===== config.mk =====
export PLATFORM = sky130hd
export DESIGN_NAME = hazard_scoreboard_unit
export DESIGN_NICKNAME = d
export VERILOG_FILES = /design/src/rtl/hazard_pkg.sv /design/src/rtl/sat_counter.sv /design/src/rtl/hazard_scoreboard_unit.sv
export SDC_FILE = /design/constraint.sdc
export NUM_CORES = 1
export LEC_CHECK = 0
export BUFFER_PORTS_ARGS = -buffer_cell sky130_fd_sc_hd__buf_4
export CORE_ASPECT_RATIO = 1.5
export CORE_UTILIZATION = 51
export DETAILED_ROUTE_END_ITERATION = 16
export GPL_ROUTABILITY_DRIVEN = 0
export HOLD_SLACK_MARGIN = 0.02
export PLACE_DENSITY_LB_ADDON = 0.15
export SYNTH_ARGS = -nofsm -noshare
export SYNTH_HDL_FRONTEND = slang
export SYNTH_SLANG_ARGS = --single-unit

===== constraint.sdc =====
create_clock -name clk -period 3.9 [get_ports clk]
set_input_delay 0.975 -clock clk [delete_from_list [all_inputs] [get_ports clk]]
set_output_delay 0.975 -clock clk [all_outputs]
set_load 0.02 [all_outputs]

===== src/rtl/hazard_pkg.sv =====
// Shared encodings for the hazard scoreboard: PC-source codes and pipeline control modes.
package hazard_pkg;

   localparam logic [2:0] PCSRC_SEQ    = 3'd0;
   localparam logic [2:0] PCSRC_BRANCH = 3'd1;
   localparam logic [2:0] PCSRC_JUMP   = 3'd2;
   localparam logic [2:0] PCSRC_JR     = 3'd3;
   localparam logic [2:0] PCSRC_EXC    = 3'd4;
   localparam logic [2:0] PCSRC_ILLOP  = 3'd5;

   typedef enum logic [2:0] {
      MODE_FREEZE,
      MODE_BRANCH,
      MODE_STALL,
      MODE_JUMP,
      MODE_NORMAL
   } mode_t;

   // Any PC source decoded in ID that discards the instruction already fetched behind it.
   function automatic logic is_id_redirect(input logic [2:0] pcsrc);
      return (pcsrc == PCSRC_JUMP) || (pcsrc == PCSRC_JR) ||
             (pcsrc == PCSRC_EXC)  || (pcsrc == PCSRC_ILLOP);
   endfunction

endpackage


===== src/rtl/sat_counter.sv =====
// Saturating event counter: counts enabled cycles, sticks at all-ones, async clear.
// Value visible one cycle after the enabled cycle; no backpressure.
module sat_counter #(
   parameter int W = 16
) (
   input  logic         clk,
   input  logic         reset,
   input  logic         en,
   output logic [W-1:0] count
);

   always_ff @(posedge clk or posedge reset) begin
      if (reset) begin
         count <= '0;
      end else if (en && (count != '1)) begin
         count <= count + W'(1);
      end
   end

endmodule


===== src/rtl/hazard_scoreboard_unit.sv =====
// Load-use scoreboard plus freeze/branch/jump arbitration driving PC, IF/ID and ID/EX controls.
// Controls are combinational from the current cycle; scoreboard and stats update on the clock edge.
module hazard_scoreboard_unit
   import hazard_pkg::*;
#(
   parameter  int NREG     = 32,
   parameter  int LOAD_LAT = 1,
   parameter  int STAT_W   = 16,
   localparam int REG_AW   = $clog2(NREG)
) (
   input  logic              clk,
   input  logic              reset,
   input  logic              id_valid,
   input  logic [REG_AW-1:0] id_rs,
   input  logic [REG_AW-1:0] id_rt,
   input  logic              id_uses_rs,
   input  logic              id_uses_rt,
   input  logic              id_is_load,
   input  logic [REG_AW-1:0] id_wr_reg,
   input  logic [2:0]        id_pcsrc,
   input  logic [2:0]        ex_pcsrc,
   input  logic              ex_alu_result0,
   input  logic              mem_busy,
   output logic              pc_write,
   output logic              if_id_write,
   output logic              if_id_flush,
   output logic              id_ex_flush,
   output logic [STAT_W-1:0] stall_cnt,
   output logic [STAT_W-1:0] flush_cnt
);

   localparam int CW = $clog2(LOAD_LAT + 1);

   logic [CW-1:0] cnt [NREG];
   logic          rs_pend;
   logic          rt_pend;
   logic          hazard;
   logic          br_taken;
   logic          advance;
   logic          issue_load;
   mode_t         mode;

   assign rs_pend  = id_uses_rs && (id_rs != '0) && (cnt[id_rs] != '0);
   assign rt_pend  = id_uses_rt && (id_rt != '0) && (cnt[id_rt] != '0);
   assign hazard   = id_valid && (rs_pend || rt_pend);
   assign br_taken = (ex_pcsrc == PCSRC_BRANCH) && ex_alu_result0;

   // Reset forces NORMAL so a freeze or stall in progress releases the pipeline at once.
   always_comb begin
      mode = MODE_NORMAL;
      if (reset)                        mode = MODE_NORMAL;
      else if (mem_busy)                mode = MODE_FREEZE;
      else if (br_taken)                mode = MODE_BRANCH;
      else if (hazard)                  mode = MODE_STALL;
      else if (is_id_redirect(id_pcsrc)) mode = MODE_JUMP;
   end

   always_comb begin
      pc_write    = 1'b1;
      if_id_write = 1'b1;
      if_id_flush = 1'b0;
      id_ex_flush = 1'b0;
      case (mode)
         MODE_FREEZE: begin
            pc_write    = 1'b0;
            if_id_write = 1'b0;
         end
         MODE_BRANCH: begin
            if_id_flush = 1'b1;
            id_ex_flush = 1'b1;
         end
         MODE_STALL: begin
            pc_write    = 1'b0;
            if_id_write = 1'b0;
            id_ex_flush = 1'b1;
         end
         MODE_JUMP:   if_id_flush = 1'b1;
         default:     ;
      endcase
   end

   assign advance    = (mode != MODE_FREEZE);
   assign issue_load = ((mode == MODE_JUMP) || (mode == MODE_NORMAL)) &&
                       id_valid && id_is_load && (id_wr_reg != '0);

   // Entry 0 is cleared by reset and never written afterwards.
   always_ff @(posedge clk or posedge reset) begin
      if (reset) begin
         for (int i = 0; i < NREG; i++) cnt[i] <= '0;
      end else if (advance) begin
         for (int i = 1; i < NREG; i++) begin
            if (issue_load && (id_wr_reg == REG_AW'(i))) begin
               cnt[i] <= CW'(LOAD_LAT);
            end else if (cnt[i] != '0) begin
               cnt[i] <= cnt[i] - 1'b1;
            end
         end
      end
   end

   sat_counter #(.W(STAT_W)) u_stall_stat (
      .clk   (clk),
      .reset (reset),
      .en    (mode == MODE_STALL),
      .count (stall_cnt)
   );

   sat_counter #(.W(STAT_W)) u_flush_stat (
      .clk   (clk),
      .reset (reset),
      .en    ((mode == MODE_BRANCH) || (mode == MODE_JUMP)),
      .count (flush_cnt)
   );

endmodule

### Word level (Yosys, flattened, before mapping)

Cells that the tools add are included.

* flip-flop bits (word level): 63

* $add $sub $neg: 33
* magnitude comparators: 2
* equal/unequal tests: 42
* muxes and demuxes: 76
* bitwise logic cells: 2
* reduce and logical (&&, ||, !) cells: 56

Operator list (number)
* 5-bit equality test (second input constant): 16
* 1-bit two-way mux: 69
* 1-bit logical AND: 42
* 5-bit by 4-bit equality test with 1-bit output (second input constant): 8
* 16-bit by 1-bit adder with 16-bit output (second input constant): 2
* 16-bit inequality test (second input constant): 2
* 1-bit subtractor (second input constant): 31
* 5-bit by 3-bit equality test with 1-bit output (second input constant): 4
* 3-bit two-way mux: 5
* 5-bit nonzero test: 3
* 3-bit by 2-bit equality test with 1-bit output (second input constant): 4
* 6-bit greater-or-equal comparator (second input constant): 2
* 5-bit NOT with 6-bit output: 2
* 1-bit binary-select mux with 5-bit select: 2
* 5-bit by 2-bit equality test with 1-bit output (second input constant): 2
* 3-bit equality test (second input constant): 3
* 3-bit by 1-bit equality test with 1-bit output (second input constant): 2
* 1-bit logical OR: 6
* 2-bit OR reduction: 3
* 5-bit by 1-bit equality test with 1-bit output (second input constant): 1
* 3-bit logical NOT: 1
* 3-bit nonzero test: 1

### Logic depth before layout (Yosys ltp)

Gate-level depths: netlist (run 1).

* word-level depth: 18
* gate-level depth with buffers: 11

### By module

Synthesis (run 1) repeated with hierarchy kept, for this count alone.

* cells, all modules: 372
* area total of the unflattened synthesis: 3878.7 sq um

Modules (own cells, without submodules)
* hazard_scoreboard_unit: instances 1, cells each 230, area each 2267.2 sq um, seq. area each 775.7 sq um
* sat_counter: instances 2, cells each 71, area each 805.8 sq um, seq. area each 400.4 sq um

### Worst setup path before layout (run 1)

Ideal clock, no wire load.

* path type: input -> output
* start point: input id_rs[1]
* end point: output pc_write
* data arrival time: 3406 ps
* path slack: -481 ps
* cell stages on the path: 11
* buffers on the path: 4
* path through: buf_4 -> mux4_2 -> mux2_2 -> a2bb2oi_1 -> and3_1 -> a21o_1 -> buf_4 -> buf_2 -> and2_1 -> o21ai_1 -> buf_4

* longest elaborated chain between the ends: 14

RTL lines
* start: declaration: line hazard_scoreboard_unit.sv:14 `input logic [REG_AW-1:0] id_rs,`
* 5-bit NOT with 6-bit output (not written as such): line hazard_scoreboard_unit.sv:43 `assign rs_pend = id_uses_rs && (id_rs != '0) && (cnt[id_rs] != '0);`
* 1-bit binary-select mux with 5-bit select: line hazard_scoreboard_unit.sv:43
* 1-bit two-way mux (not written as such) (2 in a row): line hazard_scoreboard_unit.sv:43
* 1-bit logical AND *: line hazard_scoreboard_unit.sv:43
* 1-bit logical OR *: line hazard_scoreboard_unit.sv:45 `assign hazard = id_valid && (rs_pend || rt_pend);`
* 1-bit logical AND *: line hazard_scoreboard_unit.sv:45
* 3-bit two-way mux *: line hazard_scoreboard_unit.sv:54 `else if (hazard) mode = MODE_STALL;`
* 3-bit two-way mux *: line hazard_scoreboard_unit.sv:53 `else if (br_taken) mode = MODE_BRANCH;`
* 3-bit two-way mux *: line hazard_scoreboard_unit.sv:52 `else if (mem_busy) mode = MODE_FREEZE;`
* 3-bit two-way mux *: line hazard_scoreboard_unit.sv:51 `if (reset) mode = MODE_NORMAL;`
* 3-bit by 2-bit equality test with 1-bit output / 3-bit logical NOT (equally long branches)
* 2-bit OR reduction (no source line) *
* 1-bit two-way mux *
* end: declaration: line hazard_scoreboard_unit.sv:24 `output logic pc_write,`

Every way passes the cells marked *; elsewhere a longest branch is shown, timed or not. The select of a mux whose other input is x is not followed.

### Worst setup path after layout (run 1)

* start point: input id_rs[1]
* end point: output if_id_write

* longest elaborated chain between the ends: 14

RTL lines
* 5-bit NOT with 6-bit output (not written as such): line hazard_scoreboard_unit.sv:43
* 1-bit binary-select mux with 5-bit select: line hazard_scoreboard_unit.sv:43
* 1-bit two-way mux (not written as such) (2 in a row): line hazard_scoreboard_unit.sv:43
* 1-bit logical AND *: line hazard_scoreboard_unit.sv:43
* 1-bit logical OR *: line hazard_scoreboard_unit.sv:45
* 1-bit logical AND *: line hazard_scoreboard_unit.sv:45
* 3-bit two-way mux *: line hazard_scoreboard_unit.sv:54
* 3-bit two-way mux *: line hazard_scoreboard_unit.sv:53
* 3-bit two-way mux *: line hazard_scoreboard_unit.sv:52
* 3-bit two-way mux *: line hazard_scoreboard_unit.sv:51
* 3-bit by 2-bit equality test with 1-bit output / 3-bit logical NOT (equally long branches): line hazard_scoreboard_unit.sv:63 `case (mode)`
* 2-bit OR reduction (no source line) *
* 1-bit two-way mux *: line hazard_scoreboard_unit.sv:63
* end: declaration: line hazard_scoreboard_unit.sv:25 `output logic if_id_write,`

Marked as above.

==> results.py, run 1 <==
metrics = {
    "worst_hold_path": {
        "holdCritStartpoint": "u_flush_stat.count[7]$_DFFE_PP0P_",
        "min_delay_worst_endpoint": "u_flush_stat.count[7]$_DFFE_PP0P_",
        "worst_hold_path_cells": 1,
        "hp-class": "reg -> reg",
    },
    "timing": {
        "max_clock_freq_mhz": 262,
        "skew_ps": 6.11,
        "fin_worst_hold_slack_ps": 493,
        "drv_slew": 0,
        "setup_viol_count_final": 0,
        "layout_worst_path_cycle_share_pct": 97.9,
        "min_period_ps": 3820,
        "max_slew_margin_pct": 40.1,
        "rsz0062_at_grt": "false",
        "timing_worst_slew_pin_value_ps": 896,
        "timing.final.hold_violations": 0,
    },
    "worst_setup_path": {
        "cp_cell_sequence": "buf_6, mux4_2, mux2_4, a2bb2oi_2, and3_1, a21o_1, and2_4, o21ai_4, buf_6",
        "timing.rr.start": "cnt[1]$_DFFE_PP0P_",
        "cp-start-kind": "input port",
        "rr_endpoint": "u_flush_stat.count[1]$_DFFE_PP0P_",
        "worst-r2r-setup-slack_ps": 1270,
        "worstSetupEndpointType": "output port",
        "timing.setup.critical_path_class": "in -> out",
        "crit_path_frequent_cell": "buf_6",
        "critical-path-max-stage-delay_ps": 490,
        "worst_ep_required_time_ps": 2920,
        "crit_slowest_cell": "mux4_2",
        "path_max_fanout": 4,
        "reg2regPathDepth": 8,
        "crit_arrival_ps": 2840,
    },
    "routing": {
        "route.antenna.remaining_nets": 0,
        "wl_per_cell_um": 17.9,
        "drt_first_iter_violations": 274,
        "vias": 3163,
        "finalWirelength_um": 9390,
        "first_pass_iters": 4,
        "remaining_drc_errors": 0,
        "route.detailed.vias_per_inst": 6.04,
    },
    "yosys": {
        "synthesis.area_sq_um": 3780,
        "yosys_most_used_dff": "dfrtp_1",
        "post_synth_mux_area_share_pct": 11.6,
        "number_of_nets_produced_by_synthesis": 387,
        "ys_seq_elements": 63,
        "synth_compound_area_share_pct": 16.9,
        "simple_gate_share_of_the_synthesized_area_pct": 18.1,
        "combinational_family_with_the_most_area_after_synthesis": "simple AND/OR/NAND/NOR gates",
        "synth_top_cells_by_area": "dfrtp_1 (42%), mux4_2 (7.1%), xor2_1 (5.6%)",
        "yosys.area.top_type": "dfrtp_1",
        "postSynthCellCount": 356,
        "synth-edff-count": 0,
        "synth_xor_xnor_area_share_pct": 7.17,
        "synthesis.yosys.warnings": 1,
        "average_instance_area_after_synthesis_sq_um": 10.6,
        "synthDistinctLibCells": 51,
        "sequential_share_of_the_synthesized_area_pct": 41.7,
        "postSynth.asyncResetShare_pct": 100,
        "yosysTopAreaCellShare_pct": 41.7,
        "synthAdderAreaFrac_pct": 0.661,
    },
    "clock_network": {
        "clock_latency_ps": 350,
        "clock_root_buffer_master": "clkbuf_8",
        "clkTransAtPathRegs_ps": 60,
        "cts_num_sinks": 63,
        "cts-root-to-sink-buffers": 2,
        "cts_max_level": 3,
        "clock_tree_from_tritoncts": "built",
        "cts_post_setup_buffers_inserted": 0,
        "cts_buffers": 9,
    },
    "final_layout": {
        "design.final.nets": 451,
        "layoutNonFillerInstCount": 524,
        "ff_latch_area_sq_um": 1580,
        "nFillCells": 644,
        "multiInputGateArea_sq_um": 2090,
        "syn2layout_area_growth_pct": 20.4,
        "antenna-diode-count": 0,
        "post_route_cells_drive_above_1_share_pct": 28.8,
    },
    "power": {
        "irDropWorstVdd_mv": 0.220,
        "total_leakage_power_nw": 2.08,
        "power_per_cell_area_nw_per_um2": 350,
    },
    "grt": {
        "grt_pass1_wl_um": 15500,
        "pin_count_of_the_biggest_net_entering_global_routing": 64,
        "gr_usage_total_pct": 26.5,
        "grt_antenna_before_repair": 0,
        "global_route_overflow": 0,
        "number_of_global_route_vias_before_repair": 3123,
    },
    "placement": {
        "dpl.cell_count": 509,
        "buffer_ports.inserted": 63,
        "place.detailed.hpwl_um": 6890,
    },
    "die": {
        "coreArea_sq_um": 7230,
        "placementRows": 38,
        "die_height_um": 108,
        "floorplan.die_area_sq_um": 7780,
        "starting_density_of_the_core_pct": 52.4,
        "io_pins": 65,
        "die_width_um": 72.3,
    },
    "status": {
        "result_of_the_run": "completed",
    },
    "flow_run": {
        "drv.max_cap_violation_count": 0,
    },
}
==> worst max-delay path by stage <==
stage | from | end | slack [ps] | cells past startpoint
finish | id_rs[1] | if_id_write | 80 | 9
global route | id_rt[2] | pc_write | 20 | 9
CTS | id_rs[1] | if_id_write | 10 | 10
detailed placement | id_rs[1] | if_id_write | 30 | 10
global placement | id_rt[2] | pc_write | 50 | 9
floorplan | id_rs[1] | pc_write | -350 | 11
==> layout make-up <==
class	instances	area share, %
inverter	4	0.330
clock inverter	1	0.110
multi-input combinational	265	45.8
tap	100	2.75
timing repair buffer	77	13.0
sequential	63	34.6
clock buffer	14	3.35
==> synthesized netlist by cell type, types with 8 or more instances <==
master and number:
nand2_1 20, clkbuf_1 15, o31ai_1 8, a21oi_1 10, nor2_1 13, xor2_1 24, mux4_2 12, o21ai_0 22
a221o_1 8, mux2i_1 8, a32oi_1 16, nand3_1 13, dfrtp_1 63, nor3_1 19
==> where the power goes <==
group          internal (mW)  switching, mW
clock                  0.244          0.235
sequential             0.699         0.0676
combinational          0.152          0.197
==> stage by stage <==
stage	util, %	power (mW)	TNS, ps	area (sq um)	worst slack [ps]
final	63.0	1.60	0	4560	82.0
after global routing	63.0	1.67	0	4560	20.7
after CTS	62.5	1.60	0	4520	13.1
after detailed placement	60.4	1.12	0	4360	25.6
after global placement	60.4	1.11	0	4360	47.6
after floorplan	-	0.972	-537	3810	-354
==> placed cells by master (no fill, tap or decap), types with 4 or more instances in the layout <==
cell	n
mux2i_1	7
nor2b_1	6
and4_1	4
dfrtp_1	63
buf_6	4
nand3_1	13
mux4_2	12
a22oi_1	7
a32oi_1	16
a221o_1	8
xor2_1	24
or3b_2	4
clkbuf_1	4
o31ai_1	8
or4_1	7
o21ai_0	20
nor3_1	19
a211oi_1	4
nor2_1	13
a21oi_1	10
xnor2_1	7
nand3b_1	4
nand2_1	20
and3_1	7
nor3b_1	4
clkbuf_8	10
buf_4	73
mux2_2	6
==> repair_timing <==
action / CTS / global route
resized for setup: 0 / 10
setup endpoints to repair: 0 / 3
hold buffers: 0 / 0
==> worst max-delay path, delay by kind of cell <==
kind | cells | cell delay (ps)
and+or+nand+nor | 2 | 350
muxes | 2 | 770
buffers and inverters | 2 | 250
AOI/OAI and AO/OA | 3 | 510
==> cells by family (layout without fill, tap and decap cells) <==
family                   after synthesis  count (layout)
AO/OA/AOI/OAI                         86              86
XOR/XNOR                              31              31
adder cells (fa/ha/maj)                2               2
buffers and inverters                 28              96
flip-flops                            63              63
multiplexers                          28              28
AND/OR/NAND/NOR                      118             118
==> registers in the layout, summed over array words and instances (netlist names) <==
register and count:
cnt 31, u_stall_stat.count 16, u_flush_stat.count 16
==> layer usage <==
metal  track usage, %  wire, um  up-vias
met5                0         0        -
met4             13.2       276        0
met3             4.87       397       18
met2             45.4      4970       93
met1             31.3      3750     1548
li1                 -         -     1504
No activity file was read; power rests on OpenSTA's default activity.
==> inputs of run 2 (changes only) <==
--- a/config.mk
+++ b/config.mk
@@ -7,7 +7,7 @@
 export LEC_CHECK = 0
 export BUFFER_PORTS_ARGS = -buffer_cell sky130_fd_sc_hd__buf_4
 export CORE_ASPECT_RATIO = 1.5
-export CORE_UTILIZATION = 51
+export CORE_UTILIZATION = 57
 export DETAILED_ROUTE_END_ITERATION = 16
 export GPL_ROUTABILITY_DRIVEN = 0
 export HOLD_SLACK_MARGIN = 0.02
==> constraint.sdc (replaced) <==
create_clock -name clk -period 4.1 [get_ports clk]
set_input_delay 1.025 -clock clk [delete_from_list [all_inputs] [get_ports clk]]
set_output_delay 1.025 -clock clk [all_outputs]
set_load 0.02 [all_outputs]
==> run 2 against run 1 <==
Compared with the run above:
- wire length increased by 0.75%
- global-route usage up 3.1 points
- combinational power shrank 7.1%
- design area decreased by 0.91%
- hold slack got worse by 5.3 ps
- clock skew is 1.0 ps higher
- worst setup slack better by 56 ps
- first-iteration DRC count decreased by 17%
- total power is 1.7% higher
- non-clock buffer count decreased by 4
- die area decreased by 10%
- largest power group unchanged
==> results.py, run 2 (synthesis gave the netlist of run 1 again) <==
metrics = {
    "clock_network": {
        "cts_post_setup_buffers_inserted": 0,
        "clock_tree_from_tritoncts": "built",
        "clock_root_buffer_master": "clkbuf_8",
        "cts_buffers": 9,
        "cts_repair_resize_count": 0,
        "hold_buffers": 0,
        "clkTransAtPathRegs_ps": 70,
        "cts_num_sinks": 63,
        "cts-root-to-sink-buffers": 2,
        "cts_max_level": 3,
        "clock_latency_ps": 360,
    },
    "grt": {
        "pin_count_of_the_biggest_net_entering_global_routing": 64,
        "grt_pass1_wl_um": 15000,
        "global_route_overflow": 0,
        "grt_antenna_before_repair": 0,
        "number_of_global_route_vias_before_repair": 3112,
        "gr_usage_total_pct": 29.6,
    },
    "final_layout": {
        "post_route_cells_drive_above_1_share_pct": 28.5,
        "syn2layout_area_growth_pct": 19.3,
        "layout.cells.most_common": "buf_4",
        "nFillCells": 511,
        "design.final.nets": 447,
        "multiInputGateArea_sq_um": 2070,
        "layout_common_cells": "buf_4 (73), dfrtp_1 (63), xor2_1 (24)",
        "antenna-diode-count": 0,
        "layoutNonFillerInstCount": 497,
        "stdcell_area_sq_um": 4510,
        "flip_flop_count_of_the_largest_register_after_layout": 31,
        "final_core_util_pct": 70.1,
        "ff_latch_area_sq_um": 1580,
        "biggest_registers_after_layout": "cnt (31), u_flush_stat.count (16), u_stall_stat.count (16)",
        "largest-register": "cnt",
    },
    "timing": {
        "timing_worst_slew_pin_value_ps": 1210,
        "layout_worst_path_cycle_share_pct": 96.6,
        "skew_ps": 7.15,
        "max_clock_freq_mhz": 252,
        "fin_ws_ps": 138,
        "rsz0062_at_grt": "false",
        "fin_tns_setup_ps": 0,
        "timing.final.hold_violations": 0,
        "min_period_ps": 3960,
        "setup_viol_count_final": 0,
        "max_slew_margin_pct": 18.9,
        "fin_worst_hold_slack_ps": 487,
        "drv_slew": 0,
    },
    "routing": {
        "route.detailed.vias_per_inst": 6.42,
        "finalWirelength_um": 9460,
        "wl_per_cell_um": 19.0,
        "drt_first_iter_violations": 228,
        "remaining_drc_errors": 0,
        "route.antenna.remaining_nets": 0,
        "first_pass_iters": 5,
        "vias": 3190,
    },
    "placement": {
        "place.detailed.hpwl_um": 6700,
        "dp_worst_setup_slack_ps": 95.8,
        "place_area_sq_um": 4300,
        "dpl.cell_count": 481,
        "buffer_ports.inserted": 63,
    },
    "status": {
        "result_of_the_run": "completed",
    },
    "worst_setup_path": {
        "worst_ep_required_time_ps": 3070,
        "cp-start-kind": "input port",
        "setup.worst_path.start": "id_rt[2]",
        "timing.setup.critical_path_class": "in -> out",
        "worstSetupEndpointType": "output port",
        "crit_arrival_ps": 2940,
        "timing.rr.start": "cnt[1]$_DFFE_PP0P_",
        "path_max_fanout": 6,
    },
    "die": {
        "io_pins": 65,
        "placementRows": 36,
        "die_width_um": 68.5,
        "starting_density_of_the_core_pct": 58.8,
        "floorplan.die_area_sq_um": 6980,
        "coreArea_sq_um": 6440,
        "die_height_um": 102,
    },
    "worst_hold_path": {
        "holdCritStartpoint": "u_flush_stat.count[7]$_DFFE_PP0P_",
        "hp-class": "reg -> reg",
    },
    "power": {
        "total_leakage_power_nw": 2.09,
        "total_power_mw": 1.62,
        "irDropWorstVdd_mv": 0.201,
        "power_per_cell_area_nw_per_um2": 360,
    },
    "flow_run": {
        "drv.max_cap_violation_count": 0,
    },
}
==> run 2: worst max-delay path: stages <==
cell     delay [ps]
buf_4           130
mux2_2          330
mux4_2          480
o21ai_0         230
nor2_1           80
a21o_1          200
and2_4          150
o21ai_2         140
buf_4           150
==> run 2: metal layers <==
metal  part of all wire (%)  vias to the layer above  routed length (um)  GRT usage (%)
li1                       -                     1492                   -              -
met1                     38                     1551                3630           34.8
met2                     53                      118                4990           48.6
met3                    5.2                       29                 488           6.19
met4                    3.7                        0                 353           17.0
met5                      0                        -                   0              0
==> run 2: final timing paths <==
path,cells past startpoint,slack (ps),end
max reg2reg,8,1480,u_flush_stat.count[1]$_DFFE_PP0P_
min reg2reg,1,490,u_flush_stat.count[7]$_DFFE_PP0P_
max,9,140,if_id_write
max in group asynchronous,3,2610,cnt[24]$_DFFE_PP0P_
min,1,490,u_flush_stat.count[7]$_DFFE_PP0P_
min in group asynchronous,3,960,u_flush_stat.count[6]$_DFFE_PP0P_
==> run 2: where the power goes <==
| part | internal [mW] | switching (mW) | total, mW |
|---|---|---|---|
| combinational | 0.139 | 0.185 | 0.325 |
| clock | 0.329 | 0.242 | 0.571 |
| sequential | 0.665 | 0.0634 | 0.728 |
==> run 2: layout make-up <==
cell class / instances / share of cell area (%)
Multi-Input combinational cell: 265 / 45.9
Inverter: 4 / 0.333
Clock buffer: 13 / 3.74
Timing Repair Buffer: 73 / 12.1
Sequential cell: 63 / 34.9
Clock inverter: 3 / 0.887
Tap cell: 76 / 2.11
==> inputs of run 3 (changes only) <==
--- a/config.mk
+++ b/config.mk
@@ -7,7 +7,7 @@
 export LEC_CHECK = 0
 export BUFFER_PORTS_ARGS = -buffer_cell sky130_fd_sc_hd__buf_4
 export CORE_ASPECT_RATIO = 1.5
-export CORE_UTILIZATION = 57
+export CORE_UTILIZATION = 55
 export DETAILED_ROUTE_END_ITERATION = 16
 export GPL_ROUTABILITY_DRIVEN = 0
 export HOLD_SLACK_MARGIN = 0.02
==> run 3 against run 2 <==
Compared with the run above:
- hold slack improved by 3.5 ps
- clock skew about the same
- sequential share of layout area increased by 0.19 points
- critical path type unchanged
- largest cell class unchanged
- largest power group unchanged
==> results.py, run 3 (synthesis gave the netlist of run 1 again) <==
metrics = {
    "die": {
        "io_pins": 65,
        "coreArea_sq_um": 6580,
        "die_height_um": 104,
        "starting_density_of_the_core_pct": 57.6,
        "placementRows": 36,
        "die_width_um": 69.7,
        "floorplan.die_area_sq_um": 7220,
    },
    "final_layout": {
        "stdcell_area_sq_um": 4490,
        "multiInputGateArea_sq_um": 2070,
        "flip_flop_count_of_the_largest_register_after_layout": 31,
        "layout.cells.most_common": "buf_4",
        "layout_common_cells": "buf_4 (71), dfrtp_1 (63), xor2_1 (24)",
        "post_route_cells_drive_above_1_share_pct": 27.8,
        "final_core_util_pct": 68.3,
        "layoutNonFillerInstCount": 494,
        "largest-register": "cnt",
        "nFillCells": 558,
        "antenna-diode-count": 0,
        "design.final.nets": 446,
        "ff_latch_area_sq_um": 1580,
        "biggest_registers_after_layout": "cnt (31), u_flush_stat.count (16), u_stall_stat.count (16)",
        "syn2layout_area_growth_pct": 18.6,
    },
    "timing": {
        "layout_worst_path_cycle_share_pct": 96.8,
        "fin_tns_setup_ps": 0,
        "max_slew_margin_pct": 23.5,
        "max_clock_freq_mhz": 252,
        "setup_viol_count_final": 0,
        "timing_worst_slew_pin_value_ps": 1140,
        "rsz0062_at_grt": "false",
        "skew_ps": 6.80,
        "timing.final.hold_violations": 0,
        "min_period_ps": 3970,
        "drv_slew": 0,
    },
    "worst_setup_path": {
        "path_max_fanout": 6,
        "reg2regPathDepth": 7,
        "worstSetupEndpointType": "output port",
        "rr_endpoint": "u_flush_stat.count[14]$_DFFE_PP0P_",
        "cp-start-kind": "input port",
        "worst_ep_required_time_ps": 3070,
        "worst-r2r-setup-slack_ps": 1450,
        "timing.rr.start": "u_flush_stat.count[2]$_DFFE_PP0P_",
        "timing.setup.critical_path_class": "in -> out",
        "crit_arrival_ps": 2950,
    },
    "grt": {
        "number_of_global_route_vias_before_repair": 3136,
        "pin_count_of_the_biggest_net_entering_global_routing": 64,
        "global_route_overflow": 0,
        "gr_usage_total_pct": 27.9,
        "grt_pass1_wl_um": 15700,
        "grt_antenna_before_repair": 0,
    },
    "clock_network": {
        "hold_buffers": 0,
        "cts_post_setup_buffers_inserted": 0,
        "clock_root_buffer_master": "clkbuf_8",
        "cts_buffers": 9,
        "clock_tree_from_tritoncts": "built",
        "clkTransAtPathRegs_ps": 60,
        "cts_max_level": 3,
        "cts-root-to-sink-buffers": 2,
        "cts_num_sinks": 63,
        "clock_latency_ps": 350,
    },
    "routing": {
        "wl_per_cell_um": 19.1,
        "vias": 3174,
        "route.detailed.vias_per_inst": 6.43,
        "drt_first_iter_violations": 243,
        "route.antenna.remaining_nets": 0,
        "first_pass_iters": 5,
        "finalWirelength_um": 9430,
        "remaining_drc_errors": 0,
    },
    "worst_hold_path": {
        "hp-class": "reg -> reg",
        "worst_hold_path_cells": 1,
        "min_delay_worst_endpoint": "u_flush_stat.count[12]$_DFFE_PP0P_",
        "holdCritStartpoint": "u_flush_stat.count[12]$_DFFE_PP0P_",
    },
    "power": {
        "total_power_mw": 1.57,
        "irDropWorstVdd_mv": 0.192,
        "power_per_cell_area_nw_per_um2": 350,
        "total_leakage_power_nw": 2.07,
    },
    "placement": {
        "dpl.cell_count": 480,
        "place.detailed.hpwl_um": 6730,
        "place_area_sq_um": 4310,
        "buffer_ports.inserted": 63,
    },
    "status": {
        "result_of_the_run": "completed",
    },
    "flow_run": {
        "drv.max_cap_violation_count": 0,
    },
}
## run 3: cell types whose count changed in the layout (fill, tap and decap cells not counted), sizes merged
cell | previous run | this run
clkinv | 2 | 0
clkbuf | 13 | 14
bufinv | 1 | 0
buf | 73 | 72
## run 3: worst max-delay path by stage
stage / cells after the start / start / endpoint / slack, ps
final: 9 / id_rt[2] / pc_write / 130
after global routing: 9 / id_rt[2] / pc_write / 4
after CTS: 9 / id_rt[2] / if_id_write / 80
after detailed placement: 9 / id_rt[2] / if_id_write / 100
after global placement: 8 / id_rt[0] / if_id_write / 130
after floorplan: 11 / id_rs[1] / pc_write / -250
## run 3: worst max-delay path: stages
cell	delay, ps
buf_4	140
mux2_2	340
mux4_2	490
o21ai_1	190
nor2_1	80
a21o_1	200
and2_4	150
o21ai_1	160
buf_4	170
## run 3: per-layer routing
layer / global-route usage (%) / vias up / wire length (um)
li1: - / 1486 / -
met1: 33.5 / 1561 / 3700
met2: 46.9 / 103 / 4980
met3: 6.32 / 24 / 445
met4: 13.3 / 0 / 301
met5: 0 / - / 0
## run 3: repair_timing
action / 4_1_cts / 5_1_grt
gates resized for setup: 0 / 2
setup endpoints to repair: 0 / 2
endpoints found under the hold margin: 0 / 0
## run 3: power by group
| group | leakage [nW] | internal (mW) | switching (mW) |
|---|---|---|---|
| clock | 0.0946 | 0.279 | 0.235 |
| combinational | 1.12 | 0.141 | 0.188 |
| sequential | 0.859 | 0.665 | 0.0623 |
## run 3: per-stage QoR
step / setup slack [ps] / hold slack [ps]
global placement: 134 / 476
floorplan: -254 / 470
detailed placement: 101 / 480
CTS: 77.4 / 491
global route: 3.72 / 507
finish: 130 / 491
## run 3: area by class of cell
| class | count | share of cell area (%) |
|---|---|---|
| tap | 76 | 2.12 |
| inverter | 4 | 0.334 |
| multi-input combinational | 265 | 46.0 |
| sequential | 63 | 35.1 |
| clock buffer | 14 | 4.07 |
| timing repair buffer | 72 | 12.3 |
